File: src/rtl/pipe_ctrl_pkg.sv
// Shared definitions for the pipeline stall/flush sequencer.
//   state_t          : sequencer FSM states (RUN, MEM_WAIT, HALT)
//   OPC_*            : RV32I major opcodes seen by the surrounding pipeline
//   MEM_TIMEOUT_DEF  : default MEM_WAIT cycle budget before the core halts
package pipe_ctrl_pkg;

  typedef enum logic [1:0] {
    RUN      = 2'd0,
    MEM_WAIT = 2'd1,
    HALT     = 2'd2
  } state_t;

  localparam logic [6:0] OPC_R   = 7'b0110011;
  localparam logic [6:0] OPC_I   = 7'b0010011;
  localparam logic [6:0] OPC_LD  = 7'b0000011;
  localparam logic [6:0] OPC_SD  = 7'b0100011;
  localparam logic [6:0] OPC_BEQ = 7'b1100011;

  localparam int MEM_TIMEOUT_DEF = 16;

endpackage

File: src/rtl/load_use_detect.sv
// Combinational load-use hazard compare.
//   rs1, rs2  : source registers of the instruction in ID
//   rd        : destination register of the instruction in EX
//   mem_read  : instruction in EX is a load
//   stall_req : ID must hold one cycle while a bubble enters EX
module load_use_detect (
  input  logic [4:0] rs1,
  input  logic [4:0] rs2,
  input  logic [4:0] rd,
  input  logic       mem_read,
  output logic       stall_req
);

  // x0 is hardwired to zero, so a load "into" x0 never creates a hazard.
  assign stall_req = mem_read && (rd != 5'd0) && ((rd == rs1) || (rd == rs2));

endmodule

File: src/rtl/pipeline_ctrl_sequencer.sv
// Central stall/flush sequencer for the 5-stage RISC-V pipeline.
// Merges memory-wait stalls, taken-branch flushes and load-use stalls into
// pipeline-register enables plus flush/bubble strobes, and halts the core when
// data memory fails to answer within MEM_TIMEOUT MEM_WAIT cycles.
// Priority: HALT > memory stall > branch flush > load-use stall.
//
// Handshake: mem_req is a level request held while an EX/MEM access is
// pending; the access completes in the cycle where mem_req && mem_ready.
// Until then the whole pipeline is frozen (all enables low).
//
// Ports:
//   clk, reset (sync, active-high)
//   IF_ID_rs1/rs2, ID_EX_rd, ID_EX_MemRead     : load-use hazard inputs
//   EX_branch_taken                            : branch resolved taken in EX
//   EX_MEM_MemRead/MemWrite, mem_ready         : data-memory access handshake
//   PC_Write..MEM_WB_Write                     : register write enables
//   IF_ID_Flush, ID_EX_Bubble                  : flush / bubble strobes
//   mem_req, mem_err                           : memory request, sticky timeout
//   fsm_state                                  : current FSM state (debug)
//   stall_cycles, flush_count                  : perf counters, only when
//                                                PIPE_PERF_CNT_EN is defined
module pipeline_ctrl_sequencer
  import pipe_ctrl_pkg::*;
#(
  parameter int MEM_TIMEOUT = MEM_TIMEOUT_DEF,
  parameter int CNT_W       = 32
) (
  input  logic             clk,
  input  logic             reset,
  input  logic [4:0]       IF_ID_rs1,
  input  logic [4:0]       IF_ID_rs2,
  input  logic [4:0]       ID_EX_rd,
  input  logic             ID_EX_MemRead,
  input  logic             EX_branch_taken,
  input  logic             EX_MEM_MemRead,
  input  logic             EX_MEM_MemWrite,
  input  logic             mem_ready,
  output logic             PC_Write,
  output logic             IF_ID_Write,
  output logic             ID_EX_Write,
  output logic             EX_MEM_Write,
  output logic             MEM_WB_Write,
  output logic             IF_ID_Flush,
  output logic             ID_EX_Bubble,
  output logic             mem_req,
  output logic             mem_err,
`ifdef PIPE_PERF_CNT_EN
  output logic [CNT_W-1:0] stall_cycles,
  output logic [CNT_W-1:0] flush_count,
`endif
  output state_t           fsm_state
);

  if (MEM_TIMEOUT < 2 || MEM_TIMEOUT > 255 || CNT_W < 1) begin : g_bad_params
    $error("pipeline_ctrl_sequencer: MEM_TIMEOUT must be 2..255 and CNT_W >= 1");
  end

  localparam logic [7:0] WAIT_LAST = 8'(MEM_TIMEOUT - 1);

  state_t     state, state_next;
  logic [7:0] wait_cnt;
  logic       err_q;
  logic       lu_stall;
  logic       pending;
  logic       mem_stall;

  load_use_detect u_load_use_detect (
    .rs1       (IF_ID_rs1),
    .rs2       (IF_ID_rs2),
    .rd        (ID_EX_rd),
    .mem_read  (ID_EX_MemRead),
    .stall_req (lu_stall)
  );

  assign pending   = EX_MEM_MemRead | EX_MEM_MemWrite;
  assign mem_stall = pending & ~mem_ready;

  always_comb begin
    PC_Write     = 1'b1;
    IF_ID_Write  = 1'b1;
    ID_EX_Write  = 1'b1;
    EX_MEM_Write = 1'b1;
    MEM_WB_Write = 1'b1;
    IF_ID_Flush  = 1'b0;
    ID_EX_Bubble = 1'b0;
    mem_req      = 1'b0;
    state_next   = state;

    if (reset) begin
      {PC_Write, IF_ID_Write, ID_EX_Write, EX_MEM_Write, MEM_WB_Write} = 5'b0;
      IF_ID_Flush  = 1'b1;
      ID_EX_Bubble = 1'b1;
      state_next   = RUN;
    end else if (state == HALT) begin
      {PC_Write, IF_ID_Write, ID_EX_Write, EX_MEM_Write, MEM_WB_Write} = 5'b0;
    end else begin
      // RUN and MEM_WAIT share one evaluation; a ready cycle in MEM_WAIT
      // behaves exactly like RUN with the access completed.
      mem_req = pending;
      if (mem_stall) begin
        {PC_Write, IF_ID_Write, ID_EX_Write, EX_MEM_Write, MEM_WB_Write} = 5'b0;
        if (state == RUN)
          state_next = MEM_WAIT;
        else if (wait_cnt == WAIT_LAST)
          state_next = HALT;
      end else begin
        state_next = RUN;
        if (EX_branch_taken) begin
          // A load-use stall against a wrong-path instruction is moot.
          IF_ID_Flush  = 1'b1;
          ID_EX_Bubble = 1'b1;
        end else if (lu_stall) begin
          PC_Write     = 1'b0;
          IF_ID_Write  = 1'b0;
          ID_EX_Bubble = 1'b1;
        end
      end
    end
  end

  always_ff @(posedge clk) begin
    if (reset) begin
      state    <= RUN;
      wait_cnt <= 8'd0;
      err_q    <= 1'b0;
    end else begin
      state <= state_next;
      // Counts only consecutive MEM_WAIT cycles; any entry or exit clears it.
      if (state == MEM_WAIT && state_next == MEM_WAIT)
        wait_cnt <= wait_cnt + 8'd1;
      else
        wait_cnt <= 8'd0;
      if (state_next == HALT)
        err_q <= 1'b1;
    end
  end

  // Gated so the flag reads low for the whole reset pulse, not only after it.
  assign mem_err   = err_q & ~reset;
  assign fsm_state = state;

`ifdef PIPE_PERF_CNT_EN
  always_ff @(posedge clk) begin
    if (reset) begin
      stall_cycles <= '0;
      flush_count  <= '0;
    end else begin
      if (!PC_Write)
        stall_cycles <= stall_cycles + 1'b1;
      if (IF_ID_Flush)
        flush_count <= flush_count + 1'b1;
    end
  end
`endif

endmodule

File: config.mk
export PLATFORM = sky130hd
export DESIGN_NAME = pipeline_ctrl_sequencer
export DESIGN_NICKNAME = d
export VERILOG_FILES = /design/src/rtl/pipe_ctrl_pkg.sv /design/src/rtl/load_use_detect.sv /design/src/rtl/pipeline_ctrl_sequencer.sv
export SDC_FILE = /design/constraint.sdc
export NUM_CORES = 1
export LEC_CHECK = 0
export ABC_CLOCK_PERIOD_IN_PS = 1600
export BUFFER_PORTS_ARGS = -buffer_cell sky130_fd_sc_hd__buf_4
export CELL_PAD_IN_SITES_DETAIL_PLACEMENT = 1
export CELL_PAD_IN_SITES_GLOBAL_PLACEMENT = 1
export CORE_ASPECT_RATIO = 0.9
export CORE_UTILIZATION = 30
export DETAILED_ROUTE_END_ITERATION = 16
export PLACE_DENSITY = 0.82
export SLEW_MARGIN = 20
export SYNTH_ARGS = -nofsm -noshare
export SYNTH_HDL_FRONTEND = slang
export SYNTH_SLANG_ARGS = --single-unit
export TNS_END_PERCENT = 20
File: constraint.sdc
create_clock -name clk -period 1.6 [get_ports clk]
set_input_delay 0.32 -clock clk [delete_from_list [all_inputs] [get_ports clk]]
set_output_delay 0.32 -clock clk [all_outputs]
set_load 0.05 [all_outputs]
# After elaboration in Yosys (flattened, before gate mapping)
# Cells that the tools add are included.
[totals] romBits=0 ram_bits=0 latchBits=0 output_inout_bits=11 n_memories=0 regBits=11 input_bits=22 elab_cells=48
[op_classes] n_lt_le_gt_ge=0 n_addsub=1 reduce_logical=7 shifts=0 eq_ne=7 mul=0 bitwise_logic=6 n_mux=24 n_div=0
[op_table] cell="$mux 1" n=19
[op_table] cell="$eq 5x5->1" n=2
[op_table] cell="$mux 2" n=5
[op_table] cell="$add 8x1->8 const B" n=1
[op_table] cell="$eq 8x4->1 const B" n=1
[op_table] cell="$reduce_bool 5->1" n=1
[op_table] cell="$eq 2x1->1 const B" n=2
[op_table] cell="$eq 2x2->1 const B" n=2
[op_table] cell="$logic_and 1x1->1" n=3
[op_table] cell="$not 1->1" n=3
[op_table] cell="$and 1x1->1" n=2
[op_table] cell="$logic_not 2->1" n=1
[op_table] cell="$reduce_or 2->1" n=1
[op_table] cell="$logic_or 1x1->1" n=1
[op_table] cell="$or 1x1->1" n=1

# Depth between registers and ports, before layout
# Gate-level depths: netlist of run 1.
[logic_depth] depth_word=10 ltp_mapped=5 ltp_nobuf=5

# Cells and area by module
# From an unflattened synthesis of run 1, not the netlist that was laid out.
[hier_totals] cells_unflattened=85 area_unflattened_um2=698.2
[by_module_without_submodules] module="pipeline_ctrl_sequencer" cells_per_inst=68 area_each_um2=573.0 instances=1
[by_module_without_submodules] module="load_use_detect" cells_per_inst=17 area_each_um2=125.1 instances=1

# Worst setup path after synthesis of run 1
# Ideal clock, no wire load.
[synth_path] path_type="reg-to-output" from="reg state[0] (netlist: fsm_state[0])" to="out PC_Write" arrival_time_ns=2.843 stages_incl_launch_ff=5 n_path_buf=1 setup_slack_ns=-1.563 cell_sequence="dfxtp_1 > nor2b_1 > nor3_1 > o31a_2 > buf_4"
[synth_via] elab_chain_len=3
[synth_rtl] element="start, declared" line="pipeline_ctrl_sequencer.sv:60" text="state_t state, state_next;"
[synth_rtl] element="start signal, assigned" line="pipeline_ctrl_sequencer.sv:127" text="state <= state_next;"
[synth_rtl] element="$eq 2x2->1" line="pipeline_ctrl_sequencer.sv:94" text="end else if (state == HALT) begin"
[synth_rtl] element="$mux 1 (2 in a row)"
[synth_rtl] element="end, declared" line="pipeline_ctrl_sequencer.sv:38" text="output logic PC_Write,"
# No other way between the ends.

# Worst setup path after layout of run 1
[layout_path] from="in ID_EX_rd[0]" to="out ID_EX_Bubble"
[layout_via] elab_chain_len=8 elab_cells_between_ends=11 classes_between="eq/ne: 2; mux: 5; reduce/logical: 4"
[layout_rtl] element="start, declared" line="pipeline_ctrl_sequencer.sv:32" text="input logic [4:0] ID_EX_rd,"
[layout_rtl] element="$eq 5x5->1 or $reduce_bool 5->1 (tied branches)" line="load_use_detect.sv:15" text="assign stall_req = mem_read && (rd != 5'd0) && ((rd == rs1) || (rd == rs2));"
[layout_rtl] element="$logic_or 1x1->1 or $logic_and 1x1->1 (tied branches)" line="load_use_detect.sv:15"
[layout_rtl] element="$logic_and 1x1->1 (*)" line="load_use_detect.sv:15"
[layout_rtl] element="$mux 1 (*)" line="pipeline_ctrl_sequencer.sv:112" text="end else if (lu_stall) begin"
[layout_rtl] element="$mux 1 (*)" line="pipeline_ctrl_sequencer.sv:108" text="if (EX_branch_taken) begin"
[layout_rtl] element="$mux 1 (*)" line="pipeline_ctrl_sequencer.sv:100" text="if (mem_stall) begin"
[layout_rtl] element="$mux 1 (*)" line="pipeline_ctrl_sequencer.sv:94"
[layout_rtl] element="$mux 1 (*)" line="pipeline_ctrl_sequencer.sv:89" text="if (reset) begin"
[layout_rtl] element="end, declared" line="pipeline_ctrl_sequencer.sv:44" text="output logic ID_EX_Bubble,"
# Mark *: on every way between the ends. The rest lies on a longest branch, timed or not.

==> results of run 1 <==
## timing repair
action	in CTS	in global routing
hold buffers	0	0
setup endpoints to repair	15	16
setup buffers	0	1
resized for setup	13	11
pin swaps	6	6
## path summary, 6_finish.rpt
check,from,endpoint,depth (start not counted)
hold / removal,reset,fsm_state[1],2
hold reg to reg,wait_cnt[0],wait_cnt[0],1
setup reg to reg,wait_cnt[0],wait_cnt[6],5
setup / recovery,ID_EX_rd[0],ID_EX_Bubble,6
## worst register-to-register path, delay by kind of cell, from the launching register on
kind	cells	cell delay (ps)
adder cells (fa/ha/maj)	1	230
AND/OR/NAND/NOR	3	610
flip-flops	1	320
AO/OA/AOI/OAI	1	230
## area by class of cell
type	instances	area [um2]	area share
inverter	1	3.754	0.003289
clock buffer	4	26.28	0.02303
timing repair buffer	42	375.4	0.3289
multi-input combinational	61	476.7	0.4178
tap	25	31.28	0.02741
sequential	11	227.7	0.1996
## power groups by stage
stage / combinational [W] / sequential [W] / clock (W)
2_1_floorplan: 0.000115 / 0.000287 / 0
3_3_place_gp: 0.000205 / 0.000283 / 0
3_5_place_dp: 0.000211 / 0.000283 / 0
4_1_cts: 0.000229 / 0.000277 / 0.000192
5_1_grt: 0.000259 / 0.000277 / 0.000210
6_report: 0.000245 / 0.000277 / 0.000185
## cell families after synthesis
| family | share of synthesized area |
|---|---|
| simple gates | 0.2377 |
| xor+xnor | 0.2129 |
| compound gates | 0.1483 |
| flops | 0.3346 |
| buf+inv | 0.04751 |
| fa+ha+maj | 0.01901 |
## layout by cell type, fill, tap and decap left out, types with 2 or more instances in the layout
cell       n
nor2_1    13
clkbuf_4   3
nand3_1    3
xor2_1    13
and3_1     3
buf_8      4
xnor2_1    3
dfxtp_1    9
a21oi_1    2
nand2_1    2
buf_4     30
dfxtp_4    2
buf_6      8
nor3_2     2
## stage by stage
step	std cells	setup slack (ps)	hold slack (ps)
final	144	-198.7	295.8
after global routing	144	-233.6	304.2
after CTS	143	-240.6	299.0
after detailed placement	139	-251.6	450.1
after global placement	139	-224.3	423.7
after floorplan	77	-327.7	413.2
## cells in the mapped netlist (2+ instances only)
library cell | count | share of area
nand2_1 | 2 | 0.011
xnor2_1 | 3 | 0.040
nor3_1 | 3 | 0.023
nor2_1 | 14 | 0.080
nand3_1 | 4 | 0.030
buf_4 | 3 | 0.034
nor2b_1 | 2 | 0.019
o21bai_2 | 2 | 0.034
a21oi_1 | 2 | 0.015
dfxtp_1 | 11 | 0.33
and3_1 | 3 | 0.029
xor2_1 | 13 | 0.17
## routing by layer
layer | up-vias | part of all wire | global-route usage
met5 | - | 0 | 0
met4 | 0 | 0 | 0.01622
met3 | 0 | 0.042 | 0.04950
met2 | 18 | 0.55 | 0.3429
met1 | 318 | 0.41 | 0.2176
li1 | 345 | - | -
## sequential cells by signal, indices dropped and copies added, names as in the netlist
name / count
wait_cnt: 8
fsm_state: 2
err_q: 1
==> out/summary.txt, run 1 <==
Main flop type after synthesis = dfxtp_1
DRT iter0 DRCs = 5
Pwr Density = 619.3 mW/mm2
Port bufs = 32
Initial antenna violation count = 0
Final setup vio count = 4
Routed Antenna Nets = 0
Setup TNS = -578.9 ps
Wire per inst = 13.58 um
Synth unique cells = 27
Sw Share = 0.3074
Core ar. = 0.001989 mm2
Clk root buf = clkbuf_4
H-tree level count = 1
Max-slew violation count = 0
Worst EP required = 1280 ps
CTS Buffer Depth = 2
Clock latency on the worst-skew pair = 260 ps
Final setup margin = -198.7 ps
Post-synth EDFFs = 0
Synth Warn # = 0
Seq/Total Area, Yosys = 0.3346
FF-to-FF setup slack = 150 ps
Max cap viols = 0
Mapped Area = 658.1 um2
Fmax = 0.5560 GHz
Final Hold Fails = 0
Starting Density = 0.3308
Tcrit/Tclk final = 1.124
Filler cell count = 244
P&R area growth vs syn = 73.38%
Total track usage = 0.1832
Crit. End Element = primary output
First-pass GRT wire length = 3.187 mm
RSZ-0062 raised after global routing = true
Tot Pwr = 0.0007067 W
Hpwl dp = 1.598 mm
Ys async rst share = 0
Crit path DAT = 1480 ps
Kind of critical path = in2out
Critical Path Fanout Max = 3
Worst slew pin tran = 440.1 ps
Status = finished with violations
Final non-filler cell area = 0.001141 mm2
CP peak stage delay = 550 ps
Comb power frac = 0.346
Drt pass-1 iters = 2
Total gr overflow = 0
Failing checks = setup timing
Clock Skew = 3.363 ps
Clk sinks = 11
Register share of total power = 0.392
Share of layout cells above drive strength 1 = 0.5126
TritonCTS clock tree = built
# rows = 15
Crit start category = input pin
Kind of cell adding the most delay to the critical path = simple AND/OR/NAND/NOR gates
Final min period = 1799 ps
Inserted Clock Buffers = 3
Vias/cell = 4.729
Routability cong. = 0.7308
Yosys reg bits = 11
Leak = 0.4946 nW
Die Footprint = 0.002385 mm2
Final Util = 0.5736
Mapped Nets = 100
Max-slew headroom at the worst pin = 0.7039
Synth Instances = 77
Synthesized area per cell = 8.547 um2
Part of the power in the clock network = 0.262
Boundary pin count = 33
Hold crit path type = in2reg
Vias in the first global route = 717
Max VDD drop = 596.9 uV
Critical path's slowest cell = or4_4
Die Span Y = 46.44 um
Post-Route WL = 1.955 mm
Largest net degree at the start of global routing = 9
Nets = 143
Sw Pwr = 0.0002172 W
P_int = 0.0004894 W
ANT cells = 0
DR vias = 681
DRC = 0
Critical-path cell list = buf_8 > or4_4 > o21ai_4 > o21bai_4 > o21bai_2 > buf_6
DIE WIDTH = 51.37 um
CP bufs+invs = 2
CTS clk-pin slew, worst paths = 70 ps
Placed instance area = 0.001003 mm2
Power figures use the tool's default switching activity.
==> run 2: changes to the inputs <==
--- a/config.mk
+++ b/config.mk
@@ -5,14 +5,14 @@
 export SDC_FILE = /design/constraint.sdc
 export NUM_CORES = 1
 export LEC_CHECK = 0
-export ABC_CLOCK_PERIOD_IN_PS = 1600
+export ABC_CLOCK_PERIOD_IN_PS = 1500
 export BUFFER_PORTS_ARGS = -buffer_cell sky130_fd_sc_hd__buf_4
 export CELL_PAD_IN_SITES_DETAIL_PLACEMENT = 1
 export CELL_PAD_IN_SITES_GLOBAL_PLACEMENT = 1
 export CORE_ASPECT_RATIO = 0.9
-export CORE_UTILIZATION = 30
+export CORE_UTILIZATION = 27
 export DETAILED_ROUTE_END_ITERATION = 16
-export PLACE_DENSITY = 0.82
+export PLACE_DENSITY = 0.79
 export SLEW_MARGIN = 20
 export SYNTH_ARGS = -nofsm -noshare
 export SYNTH_HDL_FRONTEND = slang
==> constraint.sdc (replaced) <==
create_clock -name clk -period 1.5 [get_ports clk]
set_input_delay 0.3 -clock clk [delete_from_list [all_inputs] [get_ports clk]]
set_output_delay 0.3 -clock clk [all_outputs]
set_load 0.05 [all_outputs]
==> out/summary.txt, run 2 (synthesized netlist as in run 1, its figures left out) <==
Status = finished with violations
Failing checks = setup timing
Hold crit path type = in2reg
Sink of the worst hold path = fsm_state[1]
Kind of critical path = in2out
Critical path's slowest cell = or4_4
Crit start category = input pin
Reg with most FFs = wait_cnt
Clk root buf = clkbuf_4
P&R area growth vs syn = 79.85%
Routability cong. = 0.7527
Worst EP required = 1200 ps
DR vias = 684
Vias in the first global route = 682
Clock latency on the worst-skew pair = 270 ps
Max cap viols = 0
Worst Setup SP = ID_EX_rd[0]
Fin cells = 147
Drt pass-1 iters = 2
DRC = 0
Setup TNS = -1161 ps
Leak = 0.5097 nW
Largest net degree at the start of global routing = 9
RSZ-0062 raised after global routing = true
Tcrit/Tclk final = 1.179
Port bufs = 32
Max-slew headroom at the worst pin = 0.7776
Die Span Y = 48.84 um
DIE WIDTH = 54.04 um
Worst reg2reg path depth = 5
ANT cells = 0
Final min period = 1769 ps
CTS Buffer Depth = 2
CTS clk-pin slew, worst paths = 70 ps
Vias/cell = 4.653
First-pass GRT wire length = 3.249 mm
Max VDD drop = 422.2 uV
Core ar. = 0.002242 mm2
Critical-path cell list = buf_8 > or4_4 > o21ai_4 > o21bai_4 > o21bai_2 > buf_6
TritonCTS clock tree = built
Critical Path Fanout Max = 3
Total track usage = 0.1755
Filler cell count = 272
Hpwl dp = 1.633 mm
Tot Pwr = 0.0007686 W
Die Footprint = 0.002639 mm2
H-tree level count = 1
Nets = 144
Starting Density = 0.2935
Crit path DAT = 1470 ps
CP peak stage delay = 540 ps
Final setup margin = -269.0 ps
Final Util = 0.5279
Wire per inst = 14.92 um
Fmax = 0.5653 GHz
Final setup vio count = 8
Hold_ws = 284.1 ps
Worst reg2reg path endpoint = wait_cnt[2]
Boundary pin count = 33
Hold path depth = 2
Worst slew pin tran = 330.9 ps
Hold Path Origin = reset
FF-to-FF setup slack = 170 ps
Crit. End Element = primary output
Leading cell types in the layout, fill and taps excluded = buf_4 (27), buf_6 (13), xor2_1 (12), nor2_1 (12), dfxtp_1 (9)
Clock Skew = 3.275 ps
CTS Hold Bufs = 0
Routed Antenna Nets = 0
Pwr Density = 649.4 mW/mm2
Total placed cells including tap cells = 142
Max reg flops = 8
RR Startpoint = wait_cnt[0]
Clk sinks = 11
# rows = 16
Initial antenna violation count = 0
Share of layout cells above drive strength 1 = 0.5417
Post-Route WL = 2.193 mm
DRT iter0 DRCs = 7
Max-slew violation count = 0
Inserted Clock Buffers = 3
Final Hold Fails = 0
Total gr overflow = 0
Most common cell after layout, fill and taps aside = buf_4
run 2: changes by cell type in the layout (fill, tap and decap cells not counted):
cell | previous run | this run
nor4_2 | 0 | 1
buf_4 | 30 | 27
xor2_2 | 0 | 1
nor2_4 | 0 | 1
nor4_1 | 1 | 0
xor2_1 | 13 | 12
buf_8 | 4 | 3
buf_6 | 8 | 13
nor2_1 | 13 | 12
run 2: metrics by stage:
stage / area [um2] / setup WS (ps)
CTS: 1110 / -262.3
global route: 1184 / -295.4
finish: 1184 / -269.0
detailed placement: 1013 / -293.9
global placement: 1013 / -349.3
floorplan: 699.4 / -407.7
run 2: worst max-delay path by stage:
stage | cells past startpoint | endpoint | slack, ps
after floorplan | 4 | PC_Write | -410
after global placement | 6 | PC_Write | -350
after detailed placement | 6 | IF_ID_Write | -290
after CTS | 6 | IF_ID_Write | -260
after global routing | 5 | ID_EX_Bubble | -300
final | 6 | ID_EX_Bubble | -270
run 2: what timing repair did:
action | 4_1_cts | 5_1_grt
pin swaps | 9 | 5
setup buffers | 0 | 1
gates resized for setup | 19 | 12
hold endpoints to repair | 0 | 0
gates cloned | 0 | 0
endpoints found under the setup margin | 8 | 16
run 2: critical path, delay by kind of cell:
| family | cells | cell delay [ps] |
|---|---|---|
| AOI/OAI and AO/OA | 3 | 370 |
| and+or+nand+nor | 1 | 540 |
| buffers and inverters | 2 | 260 |
run 2: routing by layer:
layer | vias up | track usage | routed length, um
met1 | 313 | 0.2214 | 931
li1 | 346 | - | -
met2 | 18 | 0.2798 | 1132
met5 | - | 0 | 0
met3 | 7 | 0.05607 | 88
met4 | 0 | 0.05128 | 40
run 2: cell type report:
cell class	instances	area (um2)	area share
clock buffer	4	26.28	0.02220
timing repair buffer	43	394.1	0.3330
multi-input combinational	61	498.0	0.4207
inverter	1	3.754	0.003171
sequential	11	227.7	0.1924
tap	27	33.78	0.02854
run 2: power breakdown:
part           switching [W]  leakage (nW)  internal, W
clock network       0.000102        0.0150     0.000103
registers         0.00000182        0.0903     0.000291
logic               0.000142         0.404     0.000129
